`src/rtl/fb_pkg.sv`:
```
// Framebuffer geometry and arbiter state encoding shared by fb_arbiter and its FIFO.
package fb_pkg;
   localparam int unsigned HTILES  = 80;
   localparam int unsigned VTILES  = 60;
   localparam int unsigned FB_SIZE = HTILES * VTILES;
   localparam int unsigned ADDR_W  = $clog2(FB_SIZE);

   typedef enum logic [1:0] {
      ST_IDLE  = 2'd0,
      ST_DRAIN = 2'd1,
      ST_CLEAR = 2'd2
   } fb_state_e;
endpackage

```
`src/rtl/fb_wr_fifo.sv`:
```
// Host write FIFO: valid/ready push, pop of the head, full/empty flags.
module fb_wr_fifo
   import fb_pkg::*;
#(
   parameter int unsigned DEPTH = 4,
   parameter int unsigned W     = ADDR_W + 8
) (
   input  logic         clk,
   input  logic         rst,
   input  logic         push_valid,
   output logic         push_ready,
   input  logic [W-1:0] push_data,
   input  logic         pop,
   output logic [W-1:0] head,
   output logic         full,
   output logic         empty
);
   localparam int unsigned PW = $clog2(DEPTH);
   localparam logic [PW:0] PTR_ONE = {{PW{1'b0}}, 1'b1};

   logic [W-1:0] mem_q [DEPTH];
   logic [W-1:0] mem_d [DEPTH];
   logic [PW:0]  wptr_q, wptr_d;
   logic [PW:0]  rptr_q, rptr_d;
   logic         do_push;
   logic         do_pop;

   // Pointers carry an extra wrap bit so full and empty are distinguishable.
   always_comb begin
      empty      = (wptr_q == rptr_q);
      full       = (wptr_q[PW] != rptr_q[PW]) && (wptr_q[PW-1:0] == rptr_q[PW-1:0]);
      do_pop     = pop && !empty;
      push_ready = !full || do_pop;
      do_push    = push_valid && push_ready;
      head       = mem_q[rptr_q[PW-1:0]];
      mem_d      = mem_q;
      wptr_d     = wptr_q;
      rptr_d     = rptr_q;
      if (do_push) begin
         mem_d[wptr_q[PW-1:0]] = push_data;
         wptr_d                = wptr_q + PTR_ONE;
      end
      if (do_pop) begin
         rptr_d = rptr_q + PTR_ONE;
      end
   end

   always_ff @(posedge clk) begin
      if (rst) begin
         wptr_q <= '0;
         rptr_q <= '0;
      end else begin
         wptr_q <= wptr_d;
         rptr_q <= rptr_d;
      end
      mem_q <= mem_d;
   end
endmodule

```
`src/rtl/fb_arbiter.sv`:
```
// Single-port framebuffer RAM arbiter: scan read > clear write > queued host write.
// Define FB_CLEAR_EN to build the clear engine (DRAIN/CLEAR states and fill latch).
module fb_arbiter
   import fb_pkg::*;
#(
   parameter  int unsigned HTILES     = fb_pkg::HTILES,
   parameter  int unsigned VTILES     = fb_pkg::VTILES,
   parameter  int unsigned FIFO_DEPTH = 4,
   localparam int unsigned FB_N       = HTILES * VTILES,
   localparam int unsigned AW         = $clog2(FB_N)
) (
   input  logic          px_clk,
   input  logic          rst,
   input  logic          i_scan_req,
   input  logic [AW-1:0] i_scan_addr,
   output logic [7:0]    o_scan_data,
   output logic          o_scan_valid,
   input  logic          i_wr_valid,
   input  logic [AW-1:0] i_wr_addr,
   input  logic [7:0]    i_wr_data,
   output logic          o_wr_ready,
   input  logic          i_clear,
   input  logic [7:0]    i_fill,
   output logic          o_busy,
   output logic          o_err_oob,
   output logic [AW-1:0] o_ram_addr,
   output logic          o_ram_we,
   output logic [7:0]    o_ram_wdata,
   input  logic [7:0]    i_ram_rdata
);
   localparam logic [AW-1:0] LAST_ADDR = AW'(FB_N - 1);

   fb_state_e     state_q, state_d;
   logic [AW-1:0] ram_addr_q, ram_addr_d;
   logic          scan_valid_q, scan_valid_d;
   logic          err_q, err_d;
   logic          wr_in_range, push_valid, fifo_push_ready, fifo_pop;
   logic          fifo_full, fifo_empty, clear_we, unused_ok;
   logic [AW+7:0] fifo_head;
`ifdef FB_CLEAR_EN
   logic [AW-1:0] cnt_q, cnt_d;
   logic [7:0]    fill_q, fill_d;
`endif

   fb_wr_fifo #(
      .DEPTH (FIFO_DEPTH),
      .W     (AW + 8)
   ) u_fifo (
      .clk        (px_clk),
      .rst        (rst),
      .push_valid (push_valid),
      .push_ready (fifo_push_ready),
      .push_data  ({i_wr_addr, i_wr_data}),
      .pop        (fifo_pop),
      .head       (fifo_head),
      .full       (fifo_full),
      .empty      (fifo_empty)
   );

   always_comb begin
      o_wr_ready   = !fifo_full && (state_q == ST_IDLE);
      wr_in_range  = (i_wr_addr <= LAST_ADDR);
      push_valid   = i_wr_valid && o_wr_ready && wr_in_range;
      err_d        = err_q || (i_wr_valid && o_wr_ready && !wr_in_range);
      scan_valid_d = i_scan_req;
      state_d      = state_q;
`ifdef FB_CLEAR_EN
      cnt_d    = cnt_q;
      fill_d   = fill_q;
      clear_we = (state_q == ST_CLEAR) && !i_scan_req && !rst;
      o_busy   = (state_q != ST_IDLE);
      case (state_q)
         ST_IDLE: begin
            if (i_clear) begin
               fill_d  = i_fill;
               state_d = ST_DRAIN;
            end
         end
         ST_DRAIN: begin
            if (fifo_empty) begin
               cnt_d   = '0;
               state_d = ST_CLEAR;
            end
         end
         ST_CLEAR: begin
            if (clear_we) begin
               if (cnt_q == LAST_ADDR) begin
                  cnt_d   = '0;
                  state_d = ST_IDLE;
               end else begin
                  cnt_d = cnt_q + AW'(1);
               end
            end
         end
         default: state_d = ST_IDLE;
      endcase
      unused_ok = fifo_push_ready;
`else
      clear_we  = 1'b0;
      o_busy    = 1'b0;
      state_d   = ST_IDLE;
      unused_ok = ^{fifo_push_ready, i_clear, i_fill};
`endif
      // The address register only moves on granted cycles, so idle cycles hold it.
      fifo_pop    = !i_scan_req && !clear_we && !rst;
      o_ram_we    = 1'b0;
      o_ram_wdata = fifo_head[7:0];
      ram_addr_d  = ram_addr_q;
      if (i_scan_req) begin
         ram_addr_d = i_scan_addr;
      end else if (clear_we) begin
         o_ram_we   = 1'b1;
`ifdef FB_CLEAR_EN
         ram_addr_d  = cnt_q;
         o_ram_wdata = fill_q;
`endif
      end else if (fifo_pop && !fifo_empty) begin
         o_ram_we   = 1'b1;
         ram_addr_d = fifo_head[AW+7:8];
      end
      o_ram_addr   = ram_addr_d;
      o_scan_valid = scan_valid_q;
      o_scan_data  = scan_valid_q ? i_ram_rdata : '0;
      o_err_oob    = err_q;
   end

   always_ff @(posedge px_clk) begin
      if (rst) begin
         state_q      <= ST_IDLE;
         ram_addr_q   <= '0;
         scan_valid_q <= 1'b0;
         err_q        <= 1'b0;
      end else begin
         state_q      <= state_d;
         ram_addr_q   <= ram_addr_d;
         scan_valid_q <= scan_valid_d;
         err_q        <= err_d;
      end
   end

`ifdef FB_CLEAR_EN
   always_ff @(posedge px_clk) begin
      if (rst) begin
         cnt_q  <= '0;
         fill_q <= '0;
      end else begin
         cnt_q  <= cnt_d;
         fill_q <= fill_d;
      end
   end
`endif
endmodule

```
`config.mk`:
```
export PLATFORM = sky130hd
export DESIGN_NAME = fb_arbiter
export DESIGN_NICKNAME = d
export VERILOG_FILES = /design/src/rtl/fb_pkg.sv /design/src/rtl/fb_wr_fifo.sv /design/src/rtl/fb_arbiter.sv
export SDC_FILE = /design/constraint.sdc
export NUM_CORES = 1
export LEC_CHECK = 0
export ABC_AREA = 1
export BUFFER_PORTS_ARGS = -buffer_cell sky130_fd_sc_hd__buf_4
export CAP_MARGIN = 20
export CORE_MARGIN = 5
export CORE_UTILIZATION = 55
export CTS_CLUSTER_DIAMETER = 200
export CTS_CLUSTER_SIZE = 40
export DETAILED_ROUTE_END_ITERATION = 6
export HOLD_SLACK_MARGIN = 0.1
export PLACE_DENSITY = 0.81
export SYNTH_ARGS = -nofsm -noshare
export SYNTH_HDL_FRONTEND = slang
export SYNTH_SLANG_ARGS = --single-unit
```
`constraint.sdc`:
```
create_clock -name px_clk -period 3.2 [get_ports px_clk]
set_input_delay 0.48 -clock px_clk [delete_from_list [all_inputs] [get_ports px_clk]]
set_output_delay 0.48 -clock px_clk [all_outputs]
set_load 0.01 [all_outputs]
```
Word level (Yosys, flattened, before mapping)
Cells that the tools add are included.
Widths: inputs -> output; s select.
{ "totals": {"output_inout_bits": 34, "latch_bits": 0, "mem_bits_ro": 0, "word_cells": 46, "register_bits": 105, "ram_bits": 0, "mem_count": 0, "in_bits": 55} }
{ "op_classes": {"n_bitwise": 2, "addsub": 2, "multipliers": 0, "reduce_logical": 15, "shifts": 0, "n_lt_le_gt_ge": 4, "n_eq_ne": 3, "muxes": 11, "n_div": 0} }
{ "op_table": {"columns": ["op", "n"], "rows": [
  ["$bwmux 84", 1],
  ["$mux 21", 3],
  ["$bmux 21 s2", 1],
  ["$demux 21 s2", 1],
  ["$mux 13", 2],
  ["$le 13x13->1 const B", 1],
  ["$logic_and 1x1->1", 8],
  ["$mux 8", 1],
  ["$add 3x1->3 const B", 2],
  ["$ge 3x3->1 const B", 2],
  ["$not 2->3", 2],
  ["$logic_not 1->1", 5],
  ["$eq 3x3->1", 1],
  ["$lt 3x1->1 const B", 1],
  ["$eq 2x2->1", 1],
  ["$logic_or 1x1->1", 2],
  ["$mux 1", 2],
  ["$ne 1x1->1", 1]
]} }

Depth between registers and ports, before layout
Gate-level depths: netlist of run 1.
{ "depth": {"ltp_word": 6, "depth_mapped": 11, "depth_no_buf": 9} }

By module
A second synthesis of run 1 with hierarchy kept.
{ "hier_totals": {"cells_unflattened": 431, "hier_area_um2": 4511.8} }
{ "modules_own_cells": {"columns": ["module", "n_inst", "area_per_inst_um2", "seq_area_each_um2", "cells_each"], "rows": [
  ["fb_wr_fifo", 1, 3555.9, 2642.5, 268],
  ["fb_arbiter", 1, 955.9, 300.3, 163]
]} }

Worst setup path before layout of run 1
Ideal clock, no wire load.
{ "synth_timing": {"path_type": "flip-flop to flip-flop", "startpoint": "register u_fifo.rptr_q[0]", "endpoint": "register u_fifo.mem_q[21] (netlist bit) (enable)", "stages_incl_launch_ff": 10, "setup_slack_ps": 874, "period_less_slack_ps": 2326, "t_required_ps": 2801, "n_path_buf": 1, "setup_time_ps": 399, "arrival_time_ps": 1927, "cell_sequence": "dfxtp_1 -> buf_6 -> inv_8 -> nand2_2 -> nand2_2 -> nand3_1 -> nand2_1 -> inv_1 -> nand2_2 -> nor2_1"} }
{ "synth_between": {"elab_chain_cells": 6, "elab_cells_between_ends": 10, "cone_classes": "eq/ne (2); reduce/logical (8)"} }
{ "synth_lines": {"columns": ["element", "line", "source"], "rows": [
  ["start: declaration", "fb_wr_fifo.sv:24", "logic [PW:0] rptr_q, rptr_d;"],
  ["start signal: assignment", "fb_wr_fifo.sv:54", "rptr_q <= rptr_d;"],
  ["$eq 2x2->1 (*)", "fb_wr_fifo.sv:31", "full = (wptr_q[PW] != rptr_q[PW]) && (wptr_q[PW-1:0] == rptr_q[PW-1:0]);"],
  ["$logic_and 1x1->1 (*)", "fb_wr_fifo.sv:31", null],
  ["$logic_not 1->1 (*)", "fb_arbiter.sv:61", "o_wr_ready = !fifo_full && (state_q == ST_IDLE);"],
  ["net o_wr_ready", "fb_arbiter.sv:21", "output logic o_wr_ready,"],
  ["$logic_and 1x1->1 (2 in series)", "fb_arbiter.sv:63", "push_valid = i_wr_valid && o_wr_ready && wr_in_range;"],
  ["$logic_and 1x1->1 (*)", "fb_wr_fifo.sv:34", "do_push = push_valid && push_ready;"],
  ["end signal: assignment", "fb_wr_fifo.sv:56", "mem_q <= mem_d;"],
  ["end: declaration", "fb_wr_fifo.sv:21", "logic [W-1:0] mem_q [DEPTH];"]
]} }
The timed path passes the listed nets; every way through them passes the cells marked *.
A chain may end at the register's enable or synchronous reset.

Final worst setup path of run 1
{ "layout_timing": {"startpoint": "register u_fifo.rptr_q[0]", "endpoint": "output o_ram_addr[7]"} }
{ "layout_between": {"elab_chain_cells": 6, "elab_cells_between_ends": 9, "cone_classes": "eq/ne (1); mux (5); bitwise (1); reduce/logical (2)"} }
{ "layout_lines": {"columns": ["element", "line", "source"], "rows": [
  ["$not 2->3 (not written as such)", "fb_wr_fifo.sv:35", "head = mem_q[rptr_q[PW-1:0]];"],
  ["$bmux 21 s2", "fb_wr_fifo.sv:35", null],
  ["$mux 21 (not written as such) (2 in series)", "fb_wr_fifo.sv:35", null],
  ["$mux 13 (*)", "fb_arbiter.sv:117", "end else if (fifo_pop && !fifo_empty) begin"],
  ["$mux 13 (*)", "fb_arbiter.sv:109", "if (i_scan_req) begin"],
  ["end: declaration", "fb_arbiter.sv:26", "output logic [AW-1:0] o_ram_addr,"]
]} }
Mark *: on every way between the ends. The rest lies on a longest branch, timed or not. The select of a mux whose other input is x is not followed.

==> run metrics, run 1 <==
status completed; post-synth cell types 27; hold_ws 0.304 ns; leakage power 0.00262 uW; biggest fanout along the worst timing path 45; Synth Cell Area 4740 um^2; final number of hold-violating endpoints 0; post-CTS setup buffers 0; clk sinks 105; die area 10600 um^2; worst stage delay on the critical path 0.74 ns; Routed Antenna Nets 0; Power Density 503 nW/um^2; Cell Count, Final, Fillers Out 687; TritonCTS clock tree done; Synth warnings 0; core area 8300 um^2; Post-DP Area 5400 um^2; number of nets in the layout 637; Clock Tree Buf Depth 2; post_cts resized 0; top-count cell post-synth nand2_1; CP bufs+invs 3; final global-route overflow total 0; clock latency at the later pin of the worst-skew pair 0.37 ns; Final Worst Setup Slack 0.310 ns; share of cells above drive strength 1 22.7%; data arrival time of the worst path 2.41 ns; CP max stage cell dfxtp_1; GRT Total Usage 19.1%; Critical Path Start u_fifo.rptr_q[0]; Ant. Diodes 0; Placed Instances 671; max_cap viols 0; largest net degree at the start of global routing 46; r2r endpoint u_fifo.mem_q[37]; top post-synthesis cells by area edfxtp_1 (53%), dfxtp_1 (8.9%), nand2_1 (8.6%); worst clock skew 0.00847 ns; vias per cell 5.00; Slew Viols, Final 0; Root Buffer clkbuf_8; die width 103 um; Synth async-reset ratio 0%; CTS clk-pin slew, worst paths 0.10 ns; area leader, netlist edfxtp_1; number of global-route vias before repair 3406; first-pass GRT wire length 15500 um; instance count of the mapped netlist 502; setup slack, reg-to-reg 0.83 ns; startpoint types flip-flop; Hold Crit Start i_wr_addr[3]; slew margin rel. 57.7%; Synth Net Count 562; Die Span Y 103 um; via count 3438; Post-synth EDFFs 84; Crit Path Class reg2out; final wirelength 9660 um; Post-Syn Area per Cell 9.44 um^2; Reg2Reg Launch Point u_fifo.rptr_q[0]; R2R depth 9; Area Growth Syn to Fin 18.3%; Final HPWL DP 6310 um; register area share after synthesis 62.1%; post-route cell area 5610 um^2; Iter 0 DRT Violations 163; top cell type's share of synthesized area 53.2%; Crit. End Element output port; Hold Buf Count CTS 0; Worst Hold Path Cells 1; Final GP Congestion 0.737; delay-heaviest family, CP simple AND/OR/NAND/NOR gates; DR pass1 iterations 4; pre-CTS WS 0.732 ns; DRC viols 0; most instantiated cells after synthesis nand2_1 (109), inv_1 (98), edfxtp_1 (84); CTS H-Tree Depth 3; RSZ-0062 raised after global routing false; worst-path cell chain inv_8 > nand2_2 > nand2_2 > nand3_4 > nand2_4 > nand2_1 > nand3_1 > nand2_1 > inv_1 > buf_4; Hold EP u_fifo.mem_q[53]; Synth Flop Type edfxtp_1; CTS Buf Count 9; Final setup viols 0; initial antenna violation count 0; initial core utilization 57.1%; Seq cells post-synth 105; Worst EP required 2.72 ns; Max Freq 346 MHz; Wirelength per Cell 14.1 um; row count 33; I/O pin total 89; final setup TNS 0 ns; Hold WC Path Type in2reg; port buffer count 78; Slew @ Worst Pin 0.634 ns; post-layout minimum cycle time 2.89 ns; VDD IR max 0.000261 V; final period utilization 90.3%
[cells in the final DEF (no fill, tap or decap), types with 9 or more instances in the layout]
master      n
o21ai_0    20
edfxtp_1   84
nand2_1   109
nor2_2      9
nand2_2    11
inv_1      98
nand3_1    49
buf_4      86
dfxtp_1    21
nor2_1     46
clkbuf_8    9
[layer usage]
metal	routed length, um	global-route usage, %	vias up
met5	0	0	-
met4	110	6.77	0
met3	838	4.53	9
met2	4840	33.1	127
met1	3870	23.6	1579
li1	-	-	1723
[state kept, by name, indices dropped and copies added (netlist names)]
signal	cells
u_fifo.mem_q	84
ram_addr_q	13
o_err_oob	1
u_fifo.rptr_q	3
o_scan_valid	1
u_fifo.wptr_q	3
[area by class of cell]
| class | instances | area [um^2] |
|---|---|---|
| fillers | 621 | 2690 |
| clock buffers | 9 | 124 |
| well taps | 105 | 131 |
| inverters | 103 | 394 |
| flip-flops and latches | 105 | 2940 |
| multi-input cells | 272 | 1290 |
| repair buffers | 86 | 646 |
| clock inverters | 7 | 83.8 |
[kinds of logic after synthesis]
| logic type | after synthesis | share of synthesized area, % |
|---|---|---|
| simple gates | 230 | 21.3 |
| buf+inv | 125 | 11.0 |
| flops | 105 | 62.1 |
| compound gates | 34 | 3.85 |
| fa+ha+maj | 5 | 1.32 |
| xor+xnor | 2 | 0.370 |
| other cells | 1 | 0.0791 |
[per-stage QoR]
stage,util (%),power (uW)
after floorplan,-,1830
after global placement,65.1,1980
after detailed placement,65.1,2000
after CTS,67.6,2840
after global routing,67.6,2940
final,67.6,2820
[worst max-delay path by stage]
stage / to / cells after the start
6_report: o_ram_addr[7] / 10
5_1_grt: o_ram_addr[7] / 10
4_1_cts: o_ram_addr[7] / 10
3_5_place_dp: o_ram_addr[7] / 10
3_3_place_gp: o_ram_addr[6] / 10
2_1_floorplan: u_fifo.mem_q[21] / 9
[report_power, final]
group          internal, uW  switching [uW]
logic                   169             250
clock network           380             475
registers              1520            24.4
total                  2070             749
[worst reg2reg max path, stage by stage (launching register included)]
cell and delay (ns):
dfxtp_1 0.74, inv_8 0.22, nand2_2 0.14, nand2_2 0.08, nand3_1 0.13, nand2_1 0.10, inv_1 0.07, nand2_2 0.12
nor2_2 0.12, buf_4 0.32
Power figures use the tool's default switching activity.
==> run 2, diff against run 1 <==
Settings changed: ABC_AREA 1 to not set, ABC_CLOCK_PERIOD_IN_PS set to 3200, CORE_UTILIZATION 55 to 54.
==> run metrics, run 2 <==
Worst Hold Path Cells 1; CTS Buf Count 9; DR pass1 iterations 4; max_cap viols 0; area leader, netlist edfxtp_1; Hold Crit Start i_wr_data[2]; CP bufs+invs 1; die area 10000 um^2; Hold EP u_fifo.mem_q[65]; Crit. End Element output port; Slew Viols, Final 0; Power Density 521 nW/um^2; largest net degree at the start of global routing 41; Final setup viols 0; r2r endpoint u_fifo.mem_q[56]; Post-Syn Area per Cell 15.8 um^2; Iter 0 DRT Violations 91; I/O pin total 89; Placed Instances 449; Synth Cell Area 4380 um^2; Post-synth EDFFs 84; Routed Antenna Nets 0; hold_ws 0.310 ns; worst-path cell chain xor2_2 > o31ai_4 > mux2i_1 > a21oi_1 > buf_4; most instantiated cells after synthesis edfxtp_1 (84), nand2_1 (26), dfxtp_1 (21), mux4_2 (21), nor2_1 (20); R2R depth 5; CTS clk-pin slew, worst paths 0.10 ns; commonest non-fill, non-tap cell in the layout buf_4; share of cells above drive strength 1 35.5%; Clock Tree Buf Depth 2; instance count of the mapped netlist 277; Slew @ Worst Pin 1.05 ns; initial antenna violation count 0; final number of hold-violating endpoints 0; Final Worst Setup Slack 0.243 ns; Die Span Y 100 um; Hold WC Path Type in2reg; biggest regs u_fifo.mem_q: 84 flops, ram_addr_q: 13 flops; Worst EP required 2.72 ns; Max Freq 338 MHz; data arrival time of the worst path 2.48 ns; Synth warnings 0; Synth Net Count 337; max reg flops 84; clk sinks 105; Root Buffer clkbuf_8; initial core utilization 56.1%; worst clock skew 0.00612 ns; Ant. Diodes 0; Cell Count, Final, Fillers Out 465; port buffer count 78; post-layout minimum cycle time 2.96 ns; row count 32; top-count cell post-synth edfxtp_1; top post-synthesis cells by area edfxtp_1 (58%), mux4_2 (11%), dfxtp_1 (9.6%); DRC viols 0; Area Growth Syn to Fin 20.6%; Final HPWL DP 5380 um; RSZ-0062 raised after global routing false; Reg2Reg Launch Point u_fifo.wptr_q[1]; Synth async-reset ratio 0%; number of global-route vias before repair 2584; status completed; post-synth cell types 33; vias per cell 5.55; worst stage delay on the critical path 0.90 ns; register area share after synthesis 67.2%; Wirelength per Cell 17.7 um; most frequent cells in the layout buf_4 (86), edfxtp_1 (84), nand2_1 (26), mux4_2 (21); setup slack, reg-to-reg 1.10 ns; Top reg by flops u_fifo.mem_q; delay-heaviest family, CP compound AO/OA/AOI/OAI gates; GRT Total Usage 17.0%; CP max stage cell o31ai_4; first-pass GRT wire length 13100 um; final global-route overflow total 0; final wirelength 8220 um; startpoint types flip-flop; post-CTS setup buffers 0; via count 2581; top cell type's share of synthesized area 57.6%; core area 7810 um^2; biggest fanout along the worst timing path 17; number of nets in the layout 418; leakage power 0.00199 uW; Seq cells post-synth 105; die width 100 um; VDD IR max 0.000402 V; final period utilization 92.4%; Power Total 2750 uW; Synth Flop Type edfxtp_1; Crit Path Class reg2out; Final GP Congestion 0.748; TritonCTS clock tree done; slew margin rel. 29.8%; clock latency at the later pin of the worst-skew pair 0.36 ns; pre-CTS WS 0.654 ns; final setup TNS 0 ns; CTS H-Tree Depth 3; post_cts resized 0; Hold Buf Count CTS 0
-- run 2: worst reg2reg max path, cell delays in order, from the launching register on --
cell and delay [ns]:
dfxtp_1 0.47, xor2_2 0.29, o31ai_1 0.18, nor2_1 0.33, and2_1 0.19, buf_4 0.31
-- run 2: report_power, final --
part | switching [uW] | internal (uW) | total [uW]
Clock | 460 | 379 | 839
Sequential | 20.9 | 1520 | 1550
Combinational | 189 | 176 | 365
-- run 2: worst max path at each step --
stage                                 from          endpoint  slack [ns]  cells after the start
after floorplan               i_wr_addr[9]  u_fifo.wptr_q[2]        0.85                      4
after global placement    u_fifo.wptr_q[1]     o_ram_addr[2]        0.71                      5
after detailed placement  u_fifo.wptr_q[1]     o_ram_addr[7]        0.65                      5
after CTS                 u_fifo.wptr_q[1]     o_ram_addr[7]        0.24                      5
after global routing      u_fifo.wptr_q[1]     o_ram_addr[7]        0.09                      5
final                     u_fifo.wptr_q[1]     o_ram_addr[7]        0.24                      5
-- run 2: cells by family (layout without fill, tap and decap cells) --
| kind of cell | after synthesis | in the layout | synth area share [%] |
|---|---|---|---|
| muxes | 38 | 38 | 14.7 |
| DFF | 105 | 105 | 67.2 |
| adders and majority gates | 5 | 5 | 1.43 |
| and+or+nand+nor | 69 | 69 | 7.29 |
| other | 1 | 1 | 0.0856 |
| xor gates and xnor gates | 5 | 5 | 1.34 |
| buffers and inverters | 22 | 108 | 2.60 |
| AOI/OAI and AO/OA | 32 | 32 | 5.31 |
-- run 2: routing by layer --
metal	routed length [um]	GRT usage, %	part of all wire [%]	vias to the layer above
met5	0	0	0	-
li1	-	-	-	1215
met3	819	6.39	10	7
met1	3570	22.9	43	1254
met2	3770	26.7	46	105
met4	57	3.94	0.69	0
-- run 2: metrics by stage --
stage          utilization [%]  area, um^2
2_1_floorplan                -        4380
3_3_place_gp              64.9        5070
3_5_place_dp              64.9        5070
4_1_cts                   67.7        5280
5_1_grt                   67.7        5280
6_report                  67.7        5280
-- run 2: final cells by class --
type / count / area, um^2
Clock inverter: 7 / 90.1
Timing Repair Buffer: 86 / 646
Clock buffer: 9 / 124
Inverter: 6 / 22.5
Tap cell: 102 / 128
Fill cell: 558 / 2520
Multi-Input combinational cell: 150 / 1330
Sequential cell: 105 / 2940
==> run 3, diff against run 2 <==
Settings changed: BUFFER_PORTS_ARGS -buffer_cell sky130_fd_sc_hd__buf_4 to -buffer_cell sky130_fd_sc_hd__buf_2, CAP_MARGIN 20 to not set.
==> run metrics, run 3 (synthesized netlist as in run 2, its figures left out) <==
Layout fillers 569; worst stage delay on the critical path 0.89 ns; status completed; DRC viols 0; Crit. End Element output port; post-CTS setup buffers 0; RSZ-0062 raised after global routing false; Slew @ Worst Pin 1.03 ns; die area 10000 um^2; final period utilization 91.7%; worst-path cell chain xor2_2 > o31ai_4 > mux2i_1 > a21oi_1 > buf_2; CTS H-Tree Depth 3; CTS clk-pin slew, worst paths 0.09 ns; clock latency at the later pin of the worst-skew pair 0.36 ns; slew margin rel. 31.4%; Final HPWL DP 5470 um; Clock Tree Buf Depth 2; leakage power 0.00193 uW; Power Total 2730 uW; CTS Buf Count 9; Root Buffer clkbuf_8; TritonCTS clock tree done; Area Growth Syn to Fin 16.0%; Final Worst Setup Slack 0.266 ns; final wirelength 8230 um; port buffer count 78; VDD IR max 0.000351 V; die width 100 um; Final GP Congestion 0.733; core area 7810 um^2; Cell Count, Final, Fillers Out 463; pre-CTS WS 0.677 ns; data arrival time of the worst path 2.45 ns; post-layout minimum cycle time 2.93 ns; Crit Path Class reg2out; most frequent cells in the layout edfxtp_1 (84), buf_2 (78), nand2_1 (26), mux4_2 (21); CP max stage cell o31ai_4; Hold Buf Count CTS 0; final number of hold-violating endpoints 0; clk sinks 105; biggest regs u_fifo.mem_q: 84 flops, ram_addr_q: 13 flops; DR pass1 iterations 4; Final setup viols 0; Iter 0 DRT Violations 99; final setup TNS 0 ns; initial core utilization 56.1%; first-pass GRT wire length 13100 um; largest net degree at the start of global routing 39; via count 2564; Worst EP required 2.72 ns; Ant. Diodes 0; Placed Instances 449; Power Density 537 nW/um^2; number of global-route vias before repair 2669; post_cts resized 0; vias per cell 5.54; initial antenna violation count 0; row count 32; Hold WC Path Type in2reg; Wirelength per Cell 17.8 um; share of cells above drive strength 1 35.5%; GRT Total Usage 17.2%; Max Freq 341 MHz; Die Span Y 100 um; final global-route overflow total 0; number of nets in the layout 418; biggest fanout along the worst timing path 17; Top reg by flops u_fifo.mem_q; worst clock skew 0.00850 ns; Routed Antenna Nets 0; Slew Viols, Final 0; max reg flops 84; max_cap viols 0; setup slack, reg-to-reg 1.07 ns; commonest non-fill, non-tap cell in the layout edfxtp_1; startpoint types flip-flop; I/O pin total 89
-- run 3: cell count changes in the layout (fill, tap and decap cells not counted) --
cell,before,now
buf_4,86,8
buf_2,0,78
bufinv_16,1,2
clkinv_8,1,0
clkinv_2,0,1
clkinv_1,1,0
inv_8,2,0
-- run 3: cell type report --
class / instances / area (um^2) / share of cell area (%)
Inverter: 6 / 22.5 / 0.443
Clock buffer: 9 / 124 / 2.44
Clock inverter: 5 / 82.6 / 1.63
Timing Repair Buffer: 86 / 450 / 8.87
Sequential cell: 105 / 2940 / 58.0
Tap cell: 102 / 128 / 2.51
Multi-Input combinational cell: 150 / 1330 / 26.2
-- run 3: metal layers --
metal,share of wire [%],track usage (%),wire (um),up-vias
li1,-,-,-,1213
met1,44,22.4,3600,1240
met2,45,28.0,3740,101
met3,9.4,4.45,774,10
met4,1.5,6.63,122,0
met5,0,0,0,-
-- run 3: final timing paths --
| kind | endpoint | start | depth (start not counted) |
|---|---|---|---|
| max | o_ram_addr[3] | u_fifo.wptr_q[1] | 5 |
| min | u_fifo.mem_q[34] | i_wr_addr[5] | 1 |
| max reg2reg | u_fifo.mem_q[28] | u_fifo.wptr_q[1] | 5 |
| min reg2reg | o_err_oob | o_err_oob | 2 |
-- run 3: per-stage QoR --
step / area, um^2 / hold WS [ns] / utilization [%]
floorplan: 4380 / 0.458 / -
global placement: 4870 / 0.432 / 62.4
detailed placement: 4870 / 0.441 / 62.4
CTS: 5080 / 0.311 / 65.1
global route: 5080 / 0.309 / 65.1
finish: 5080 / 0.328 / 65.1
-- run 3: where the power goes --
part,switching [uW],internal [uW]
combinational,188,143
sequential,21.2,1520
clock,418,433
total,627,2100
-- run 3: worst max-delay path, delay by kind of cell, from the launching register on --
family                 cells  cell delay, ns
AO/OA/AOI/OAI              2            0.98
XOR/XNOR                   1            0.17
buffers and inverters      1            0.16
flip-flops                 1            0.49
multiplexers               1            0.29
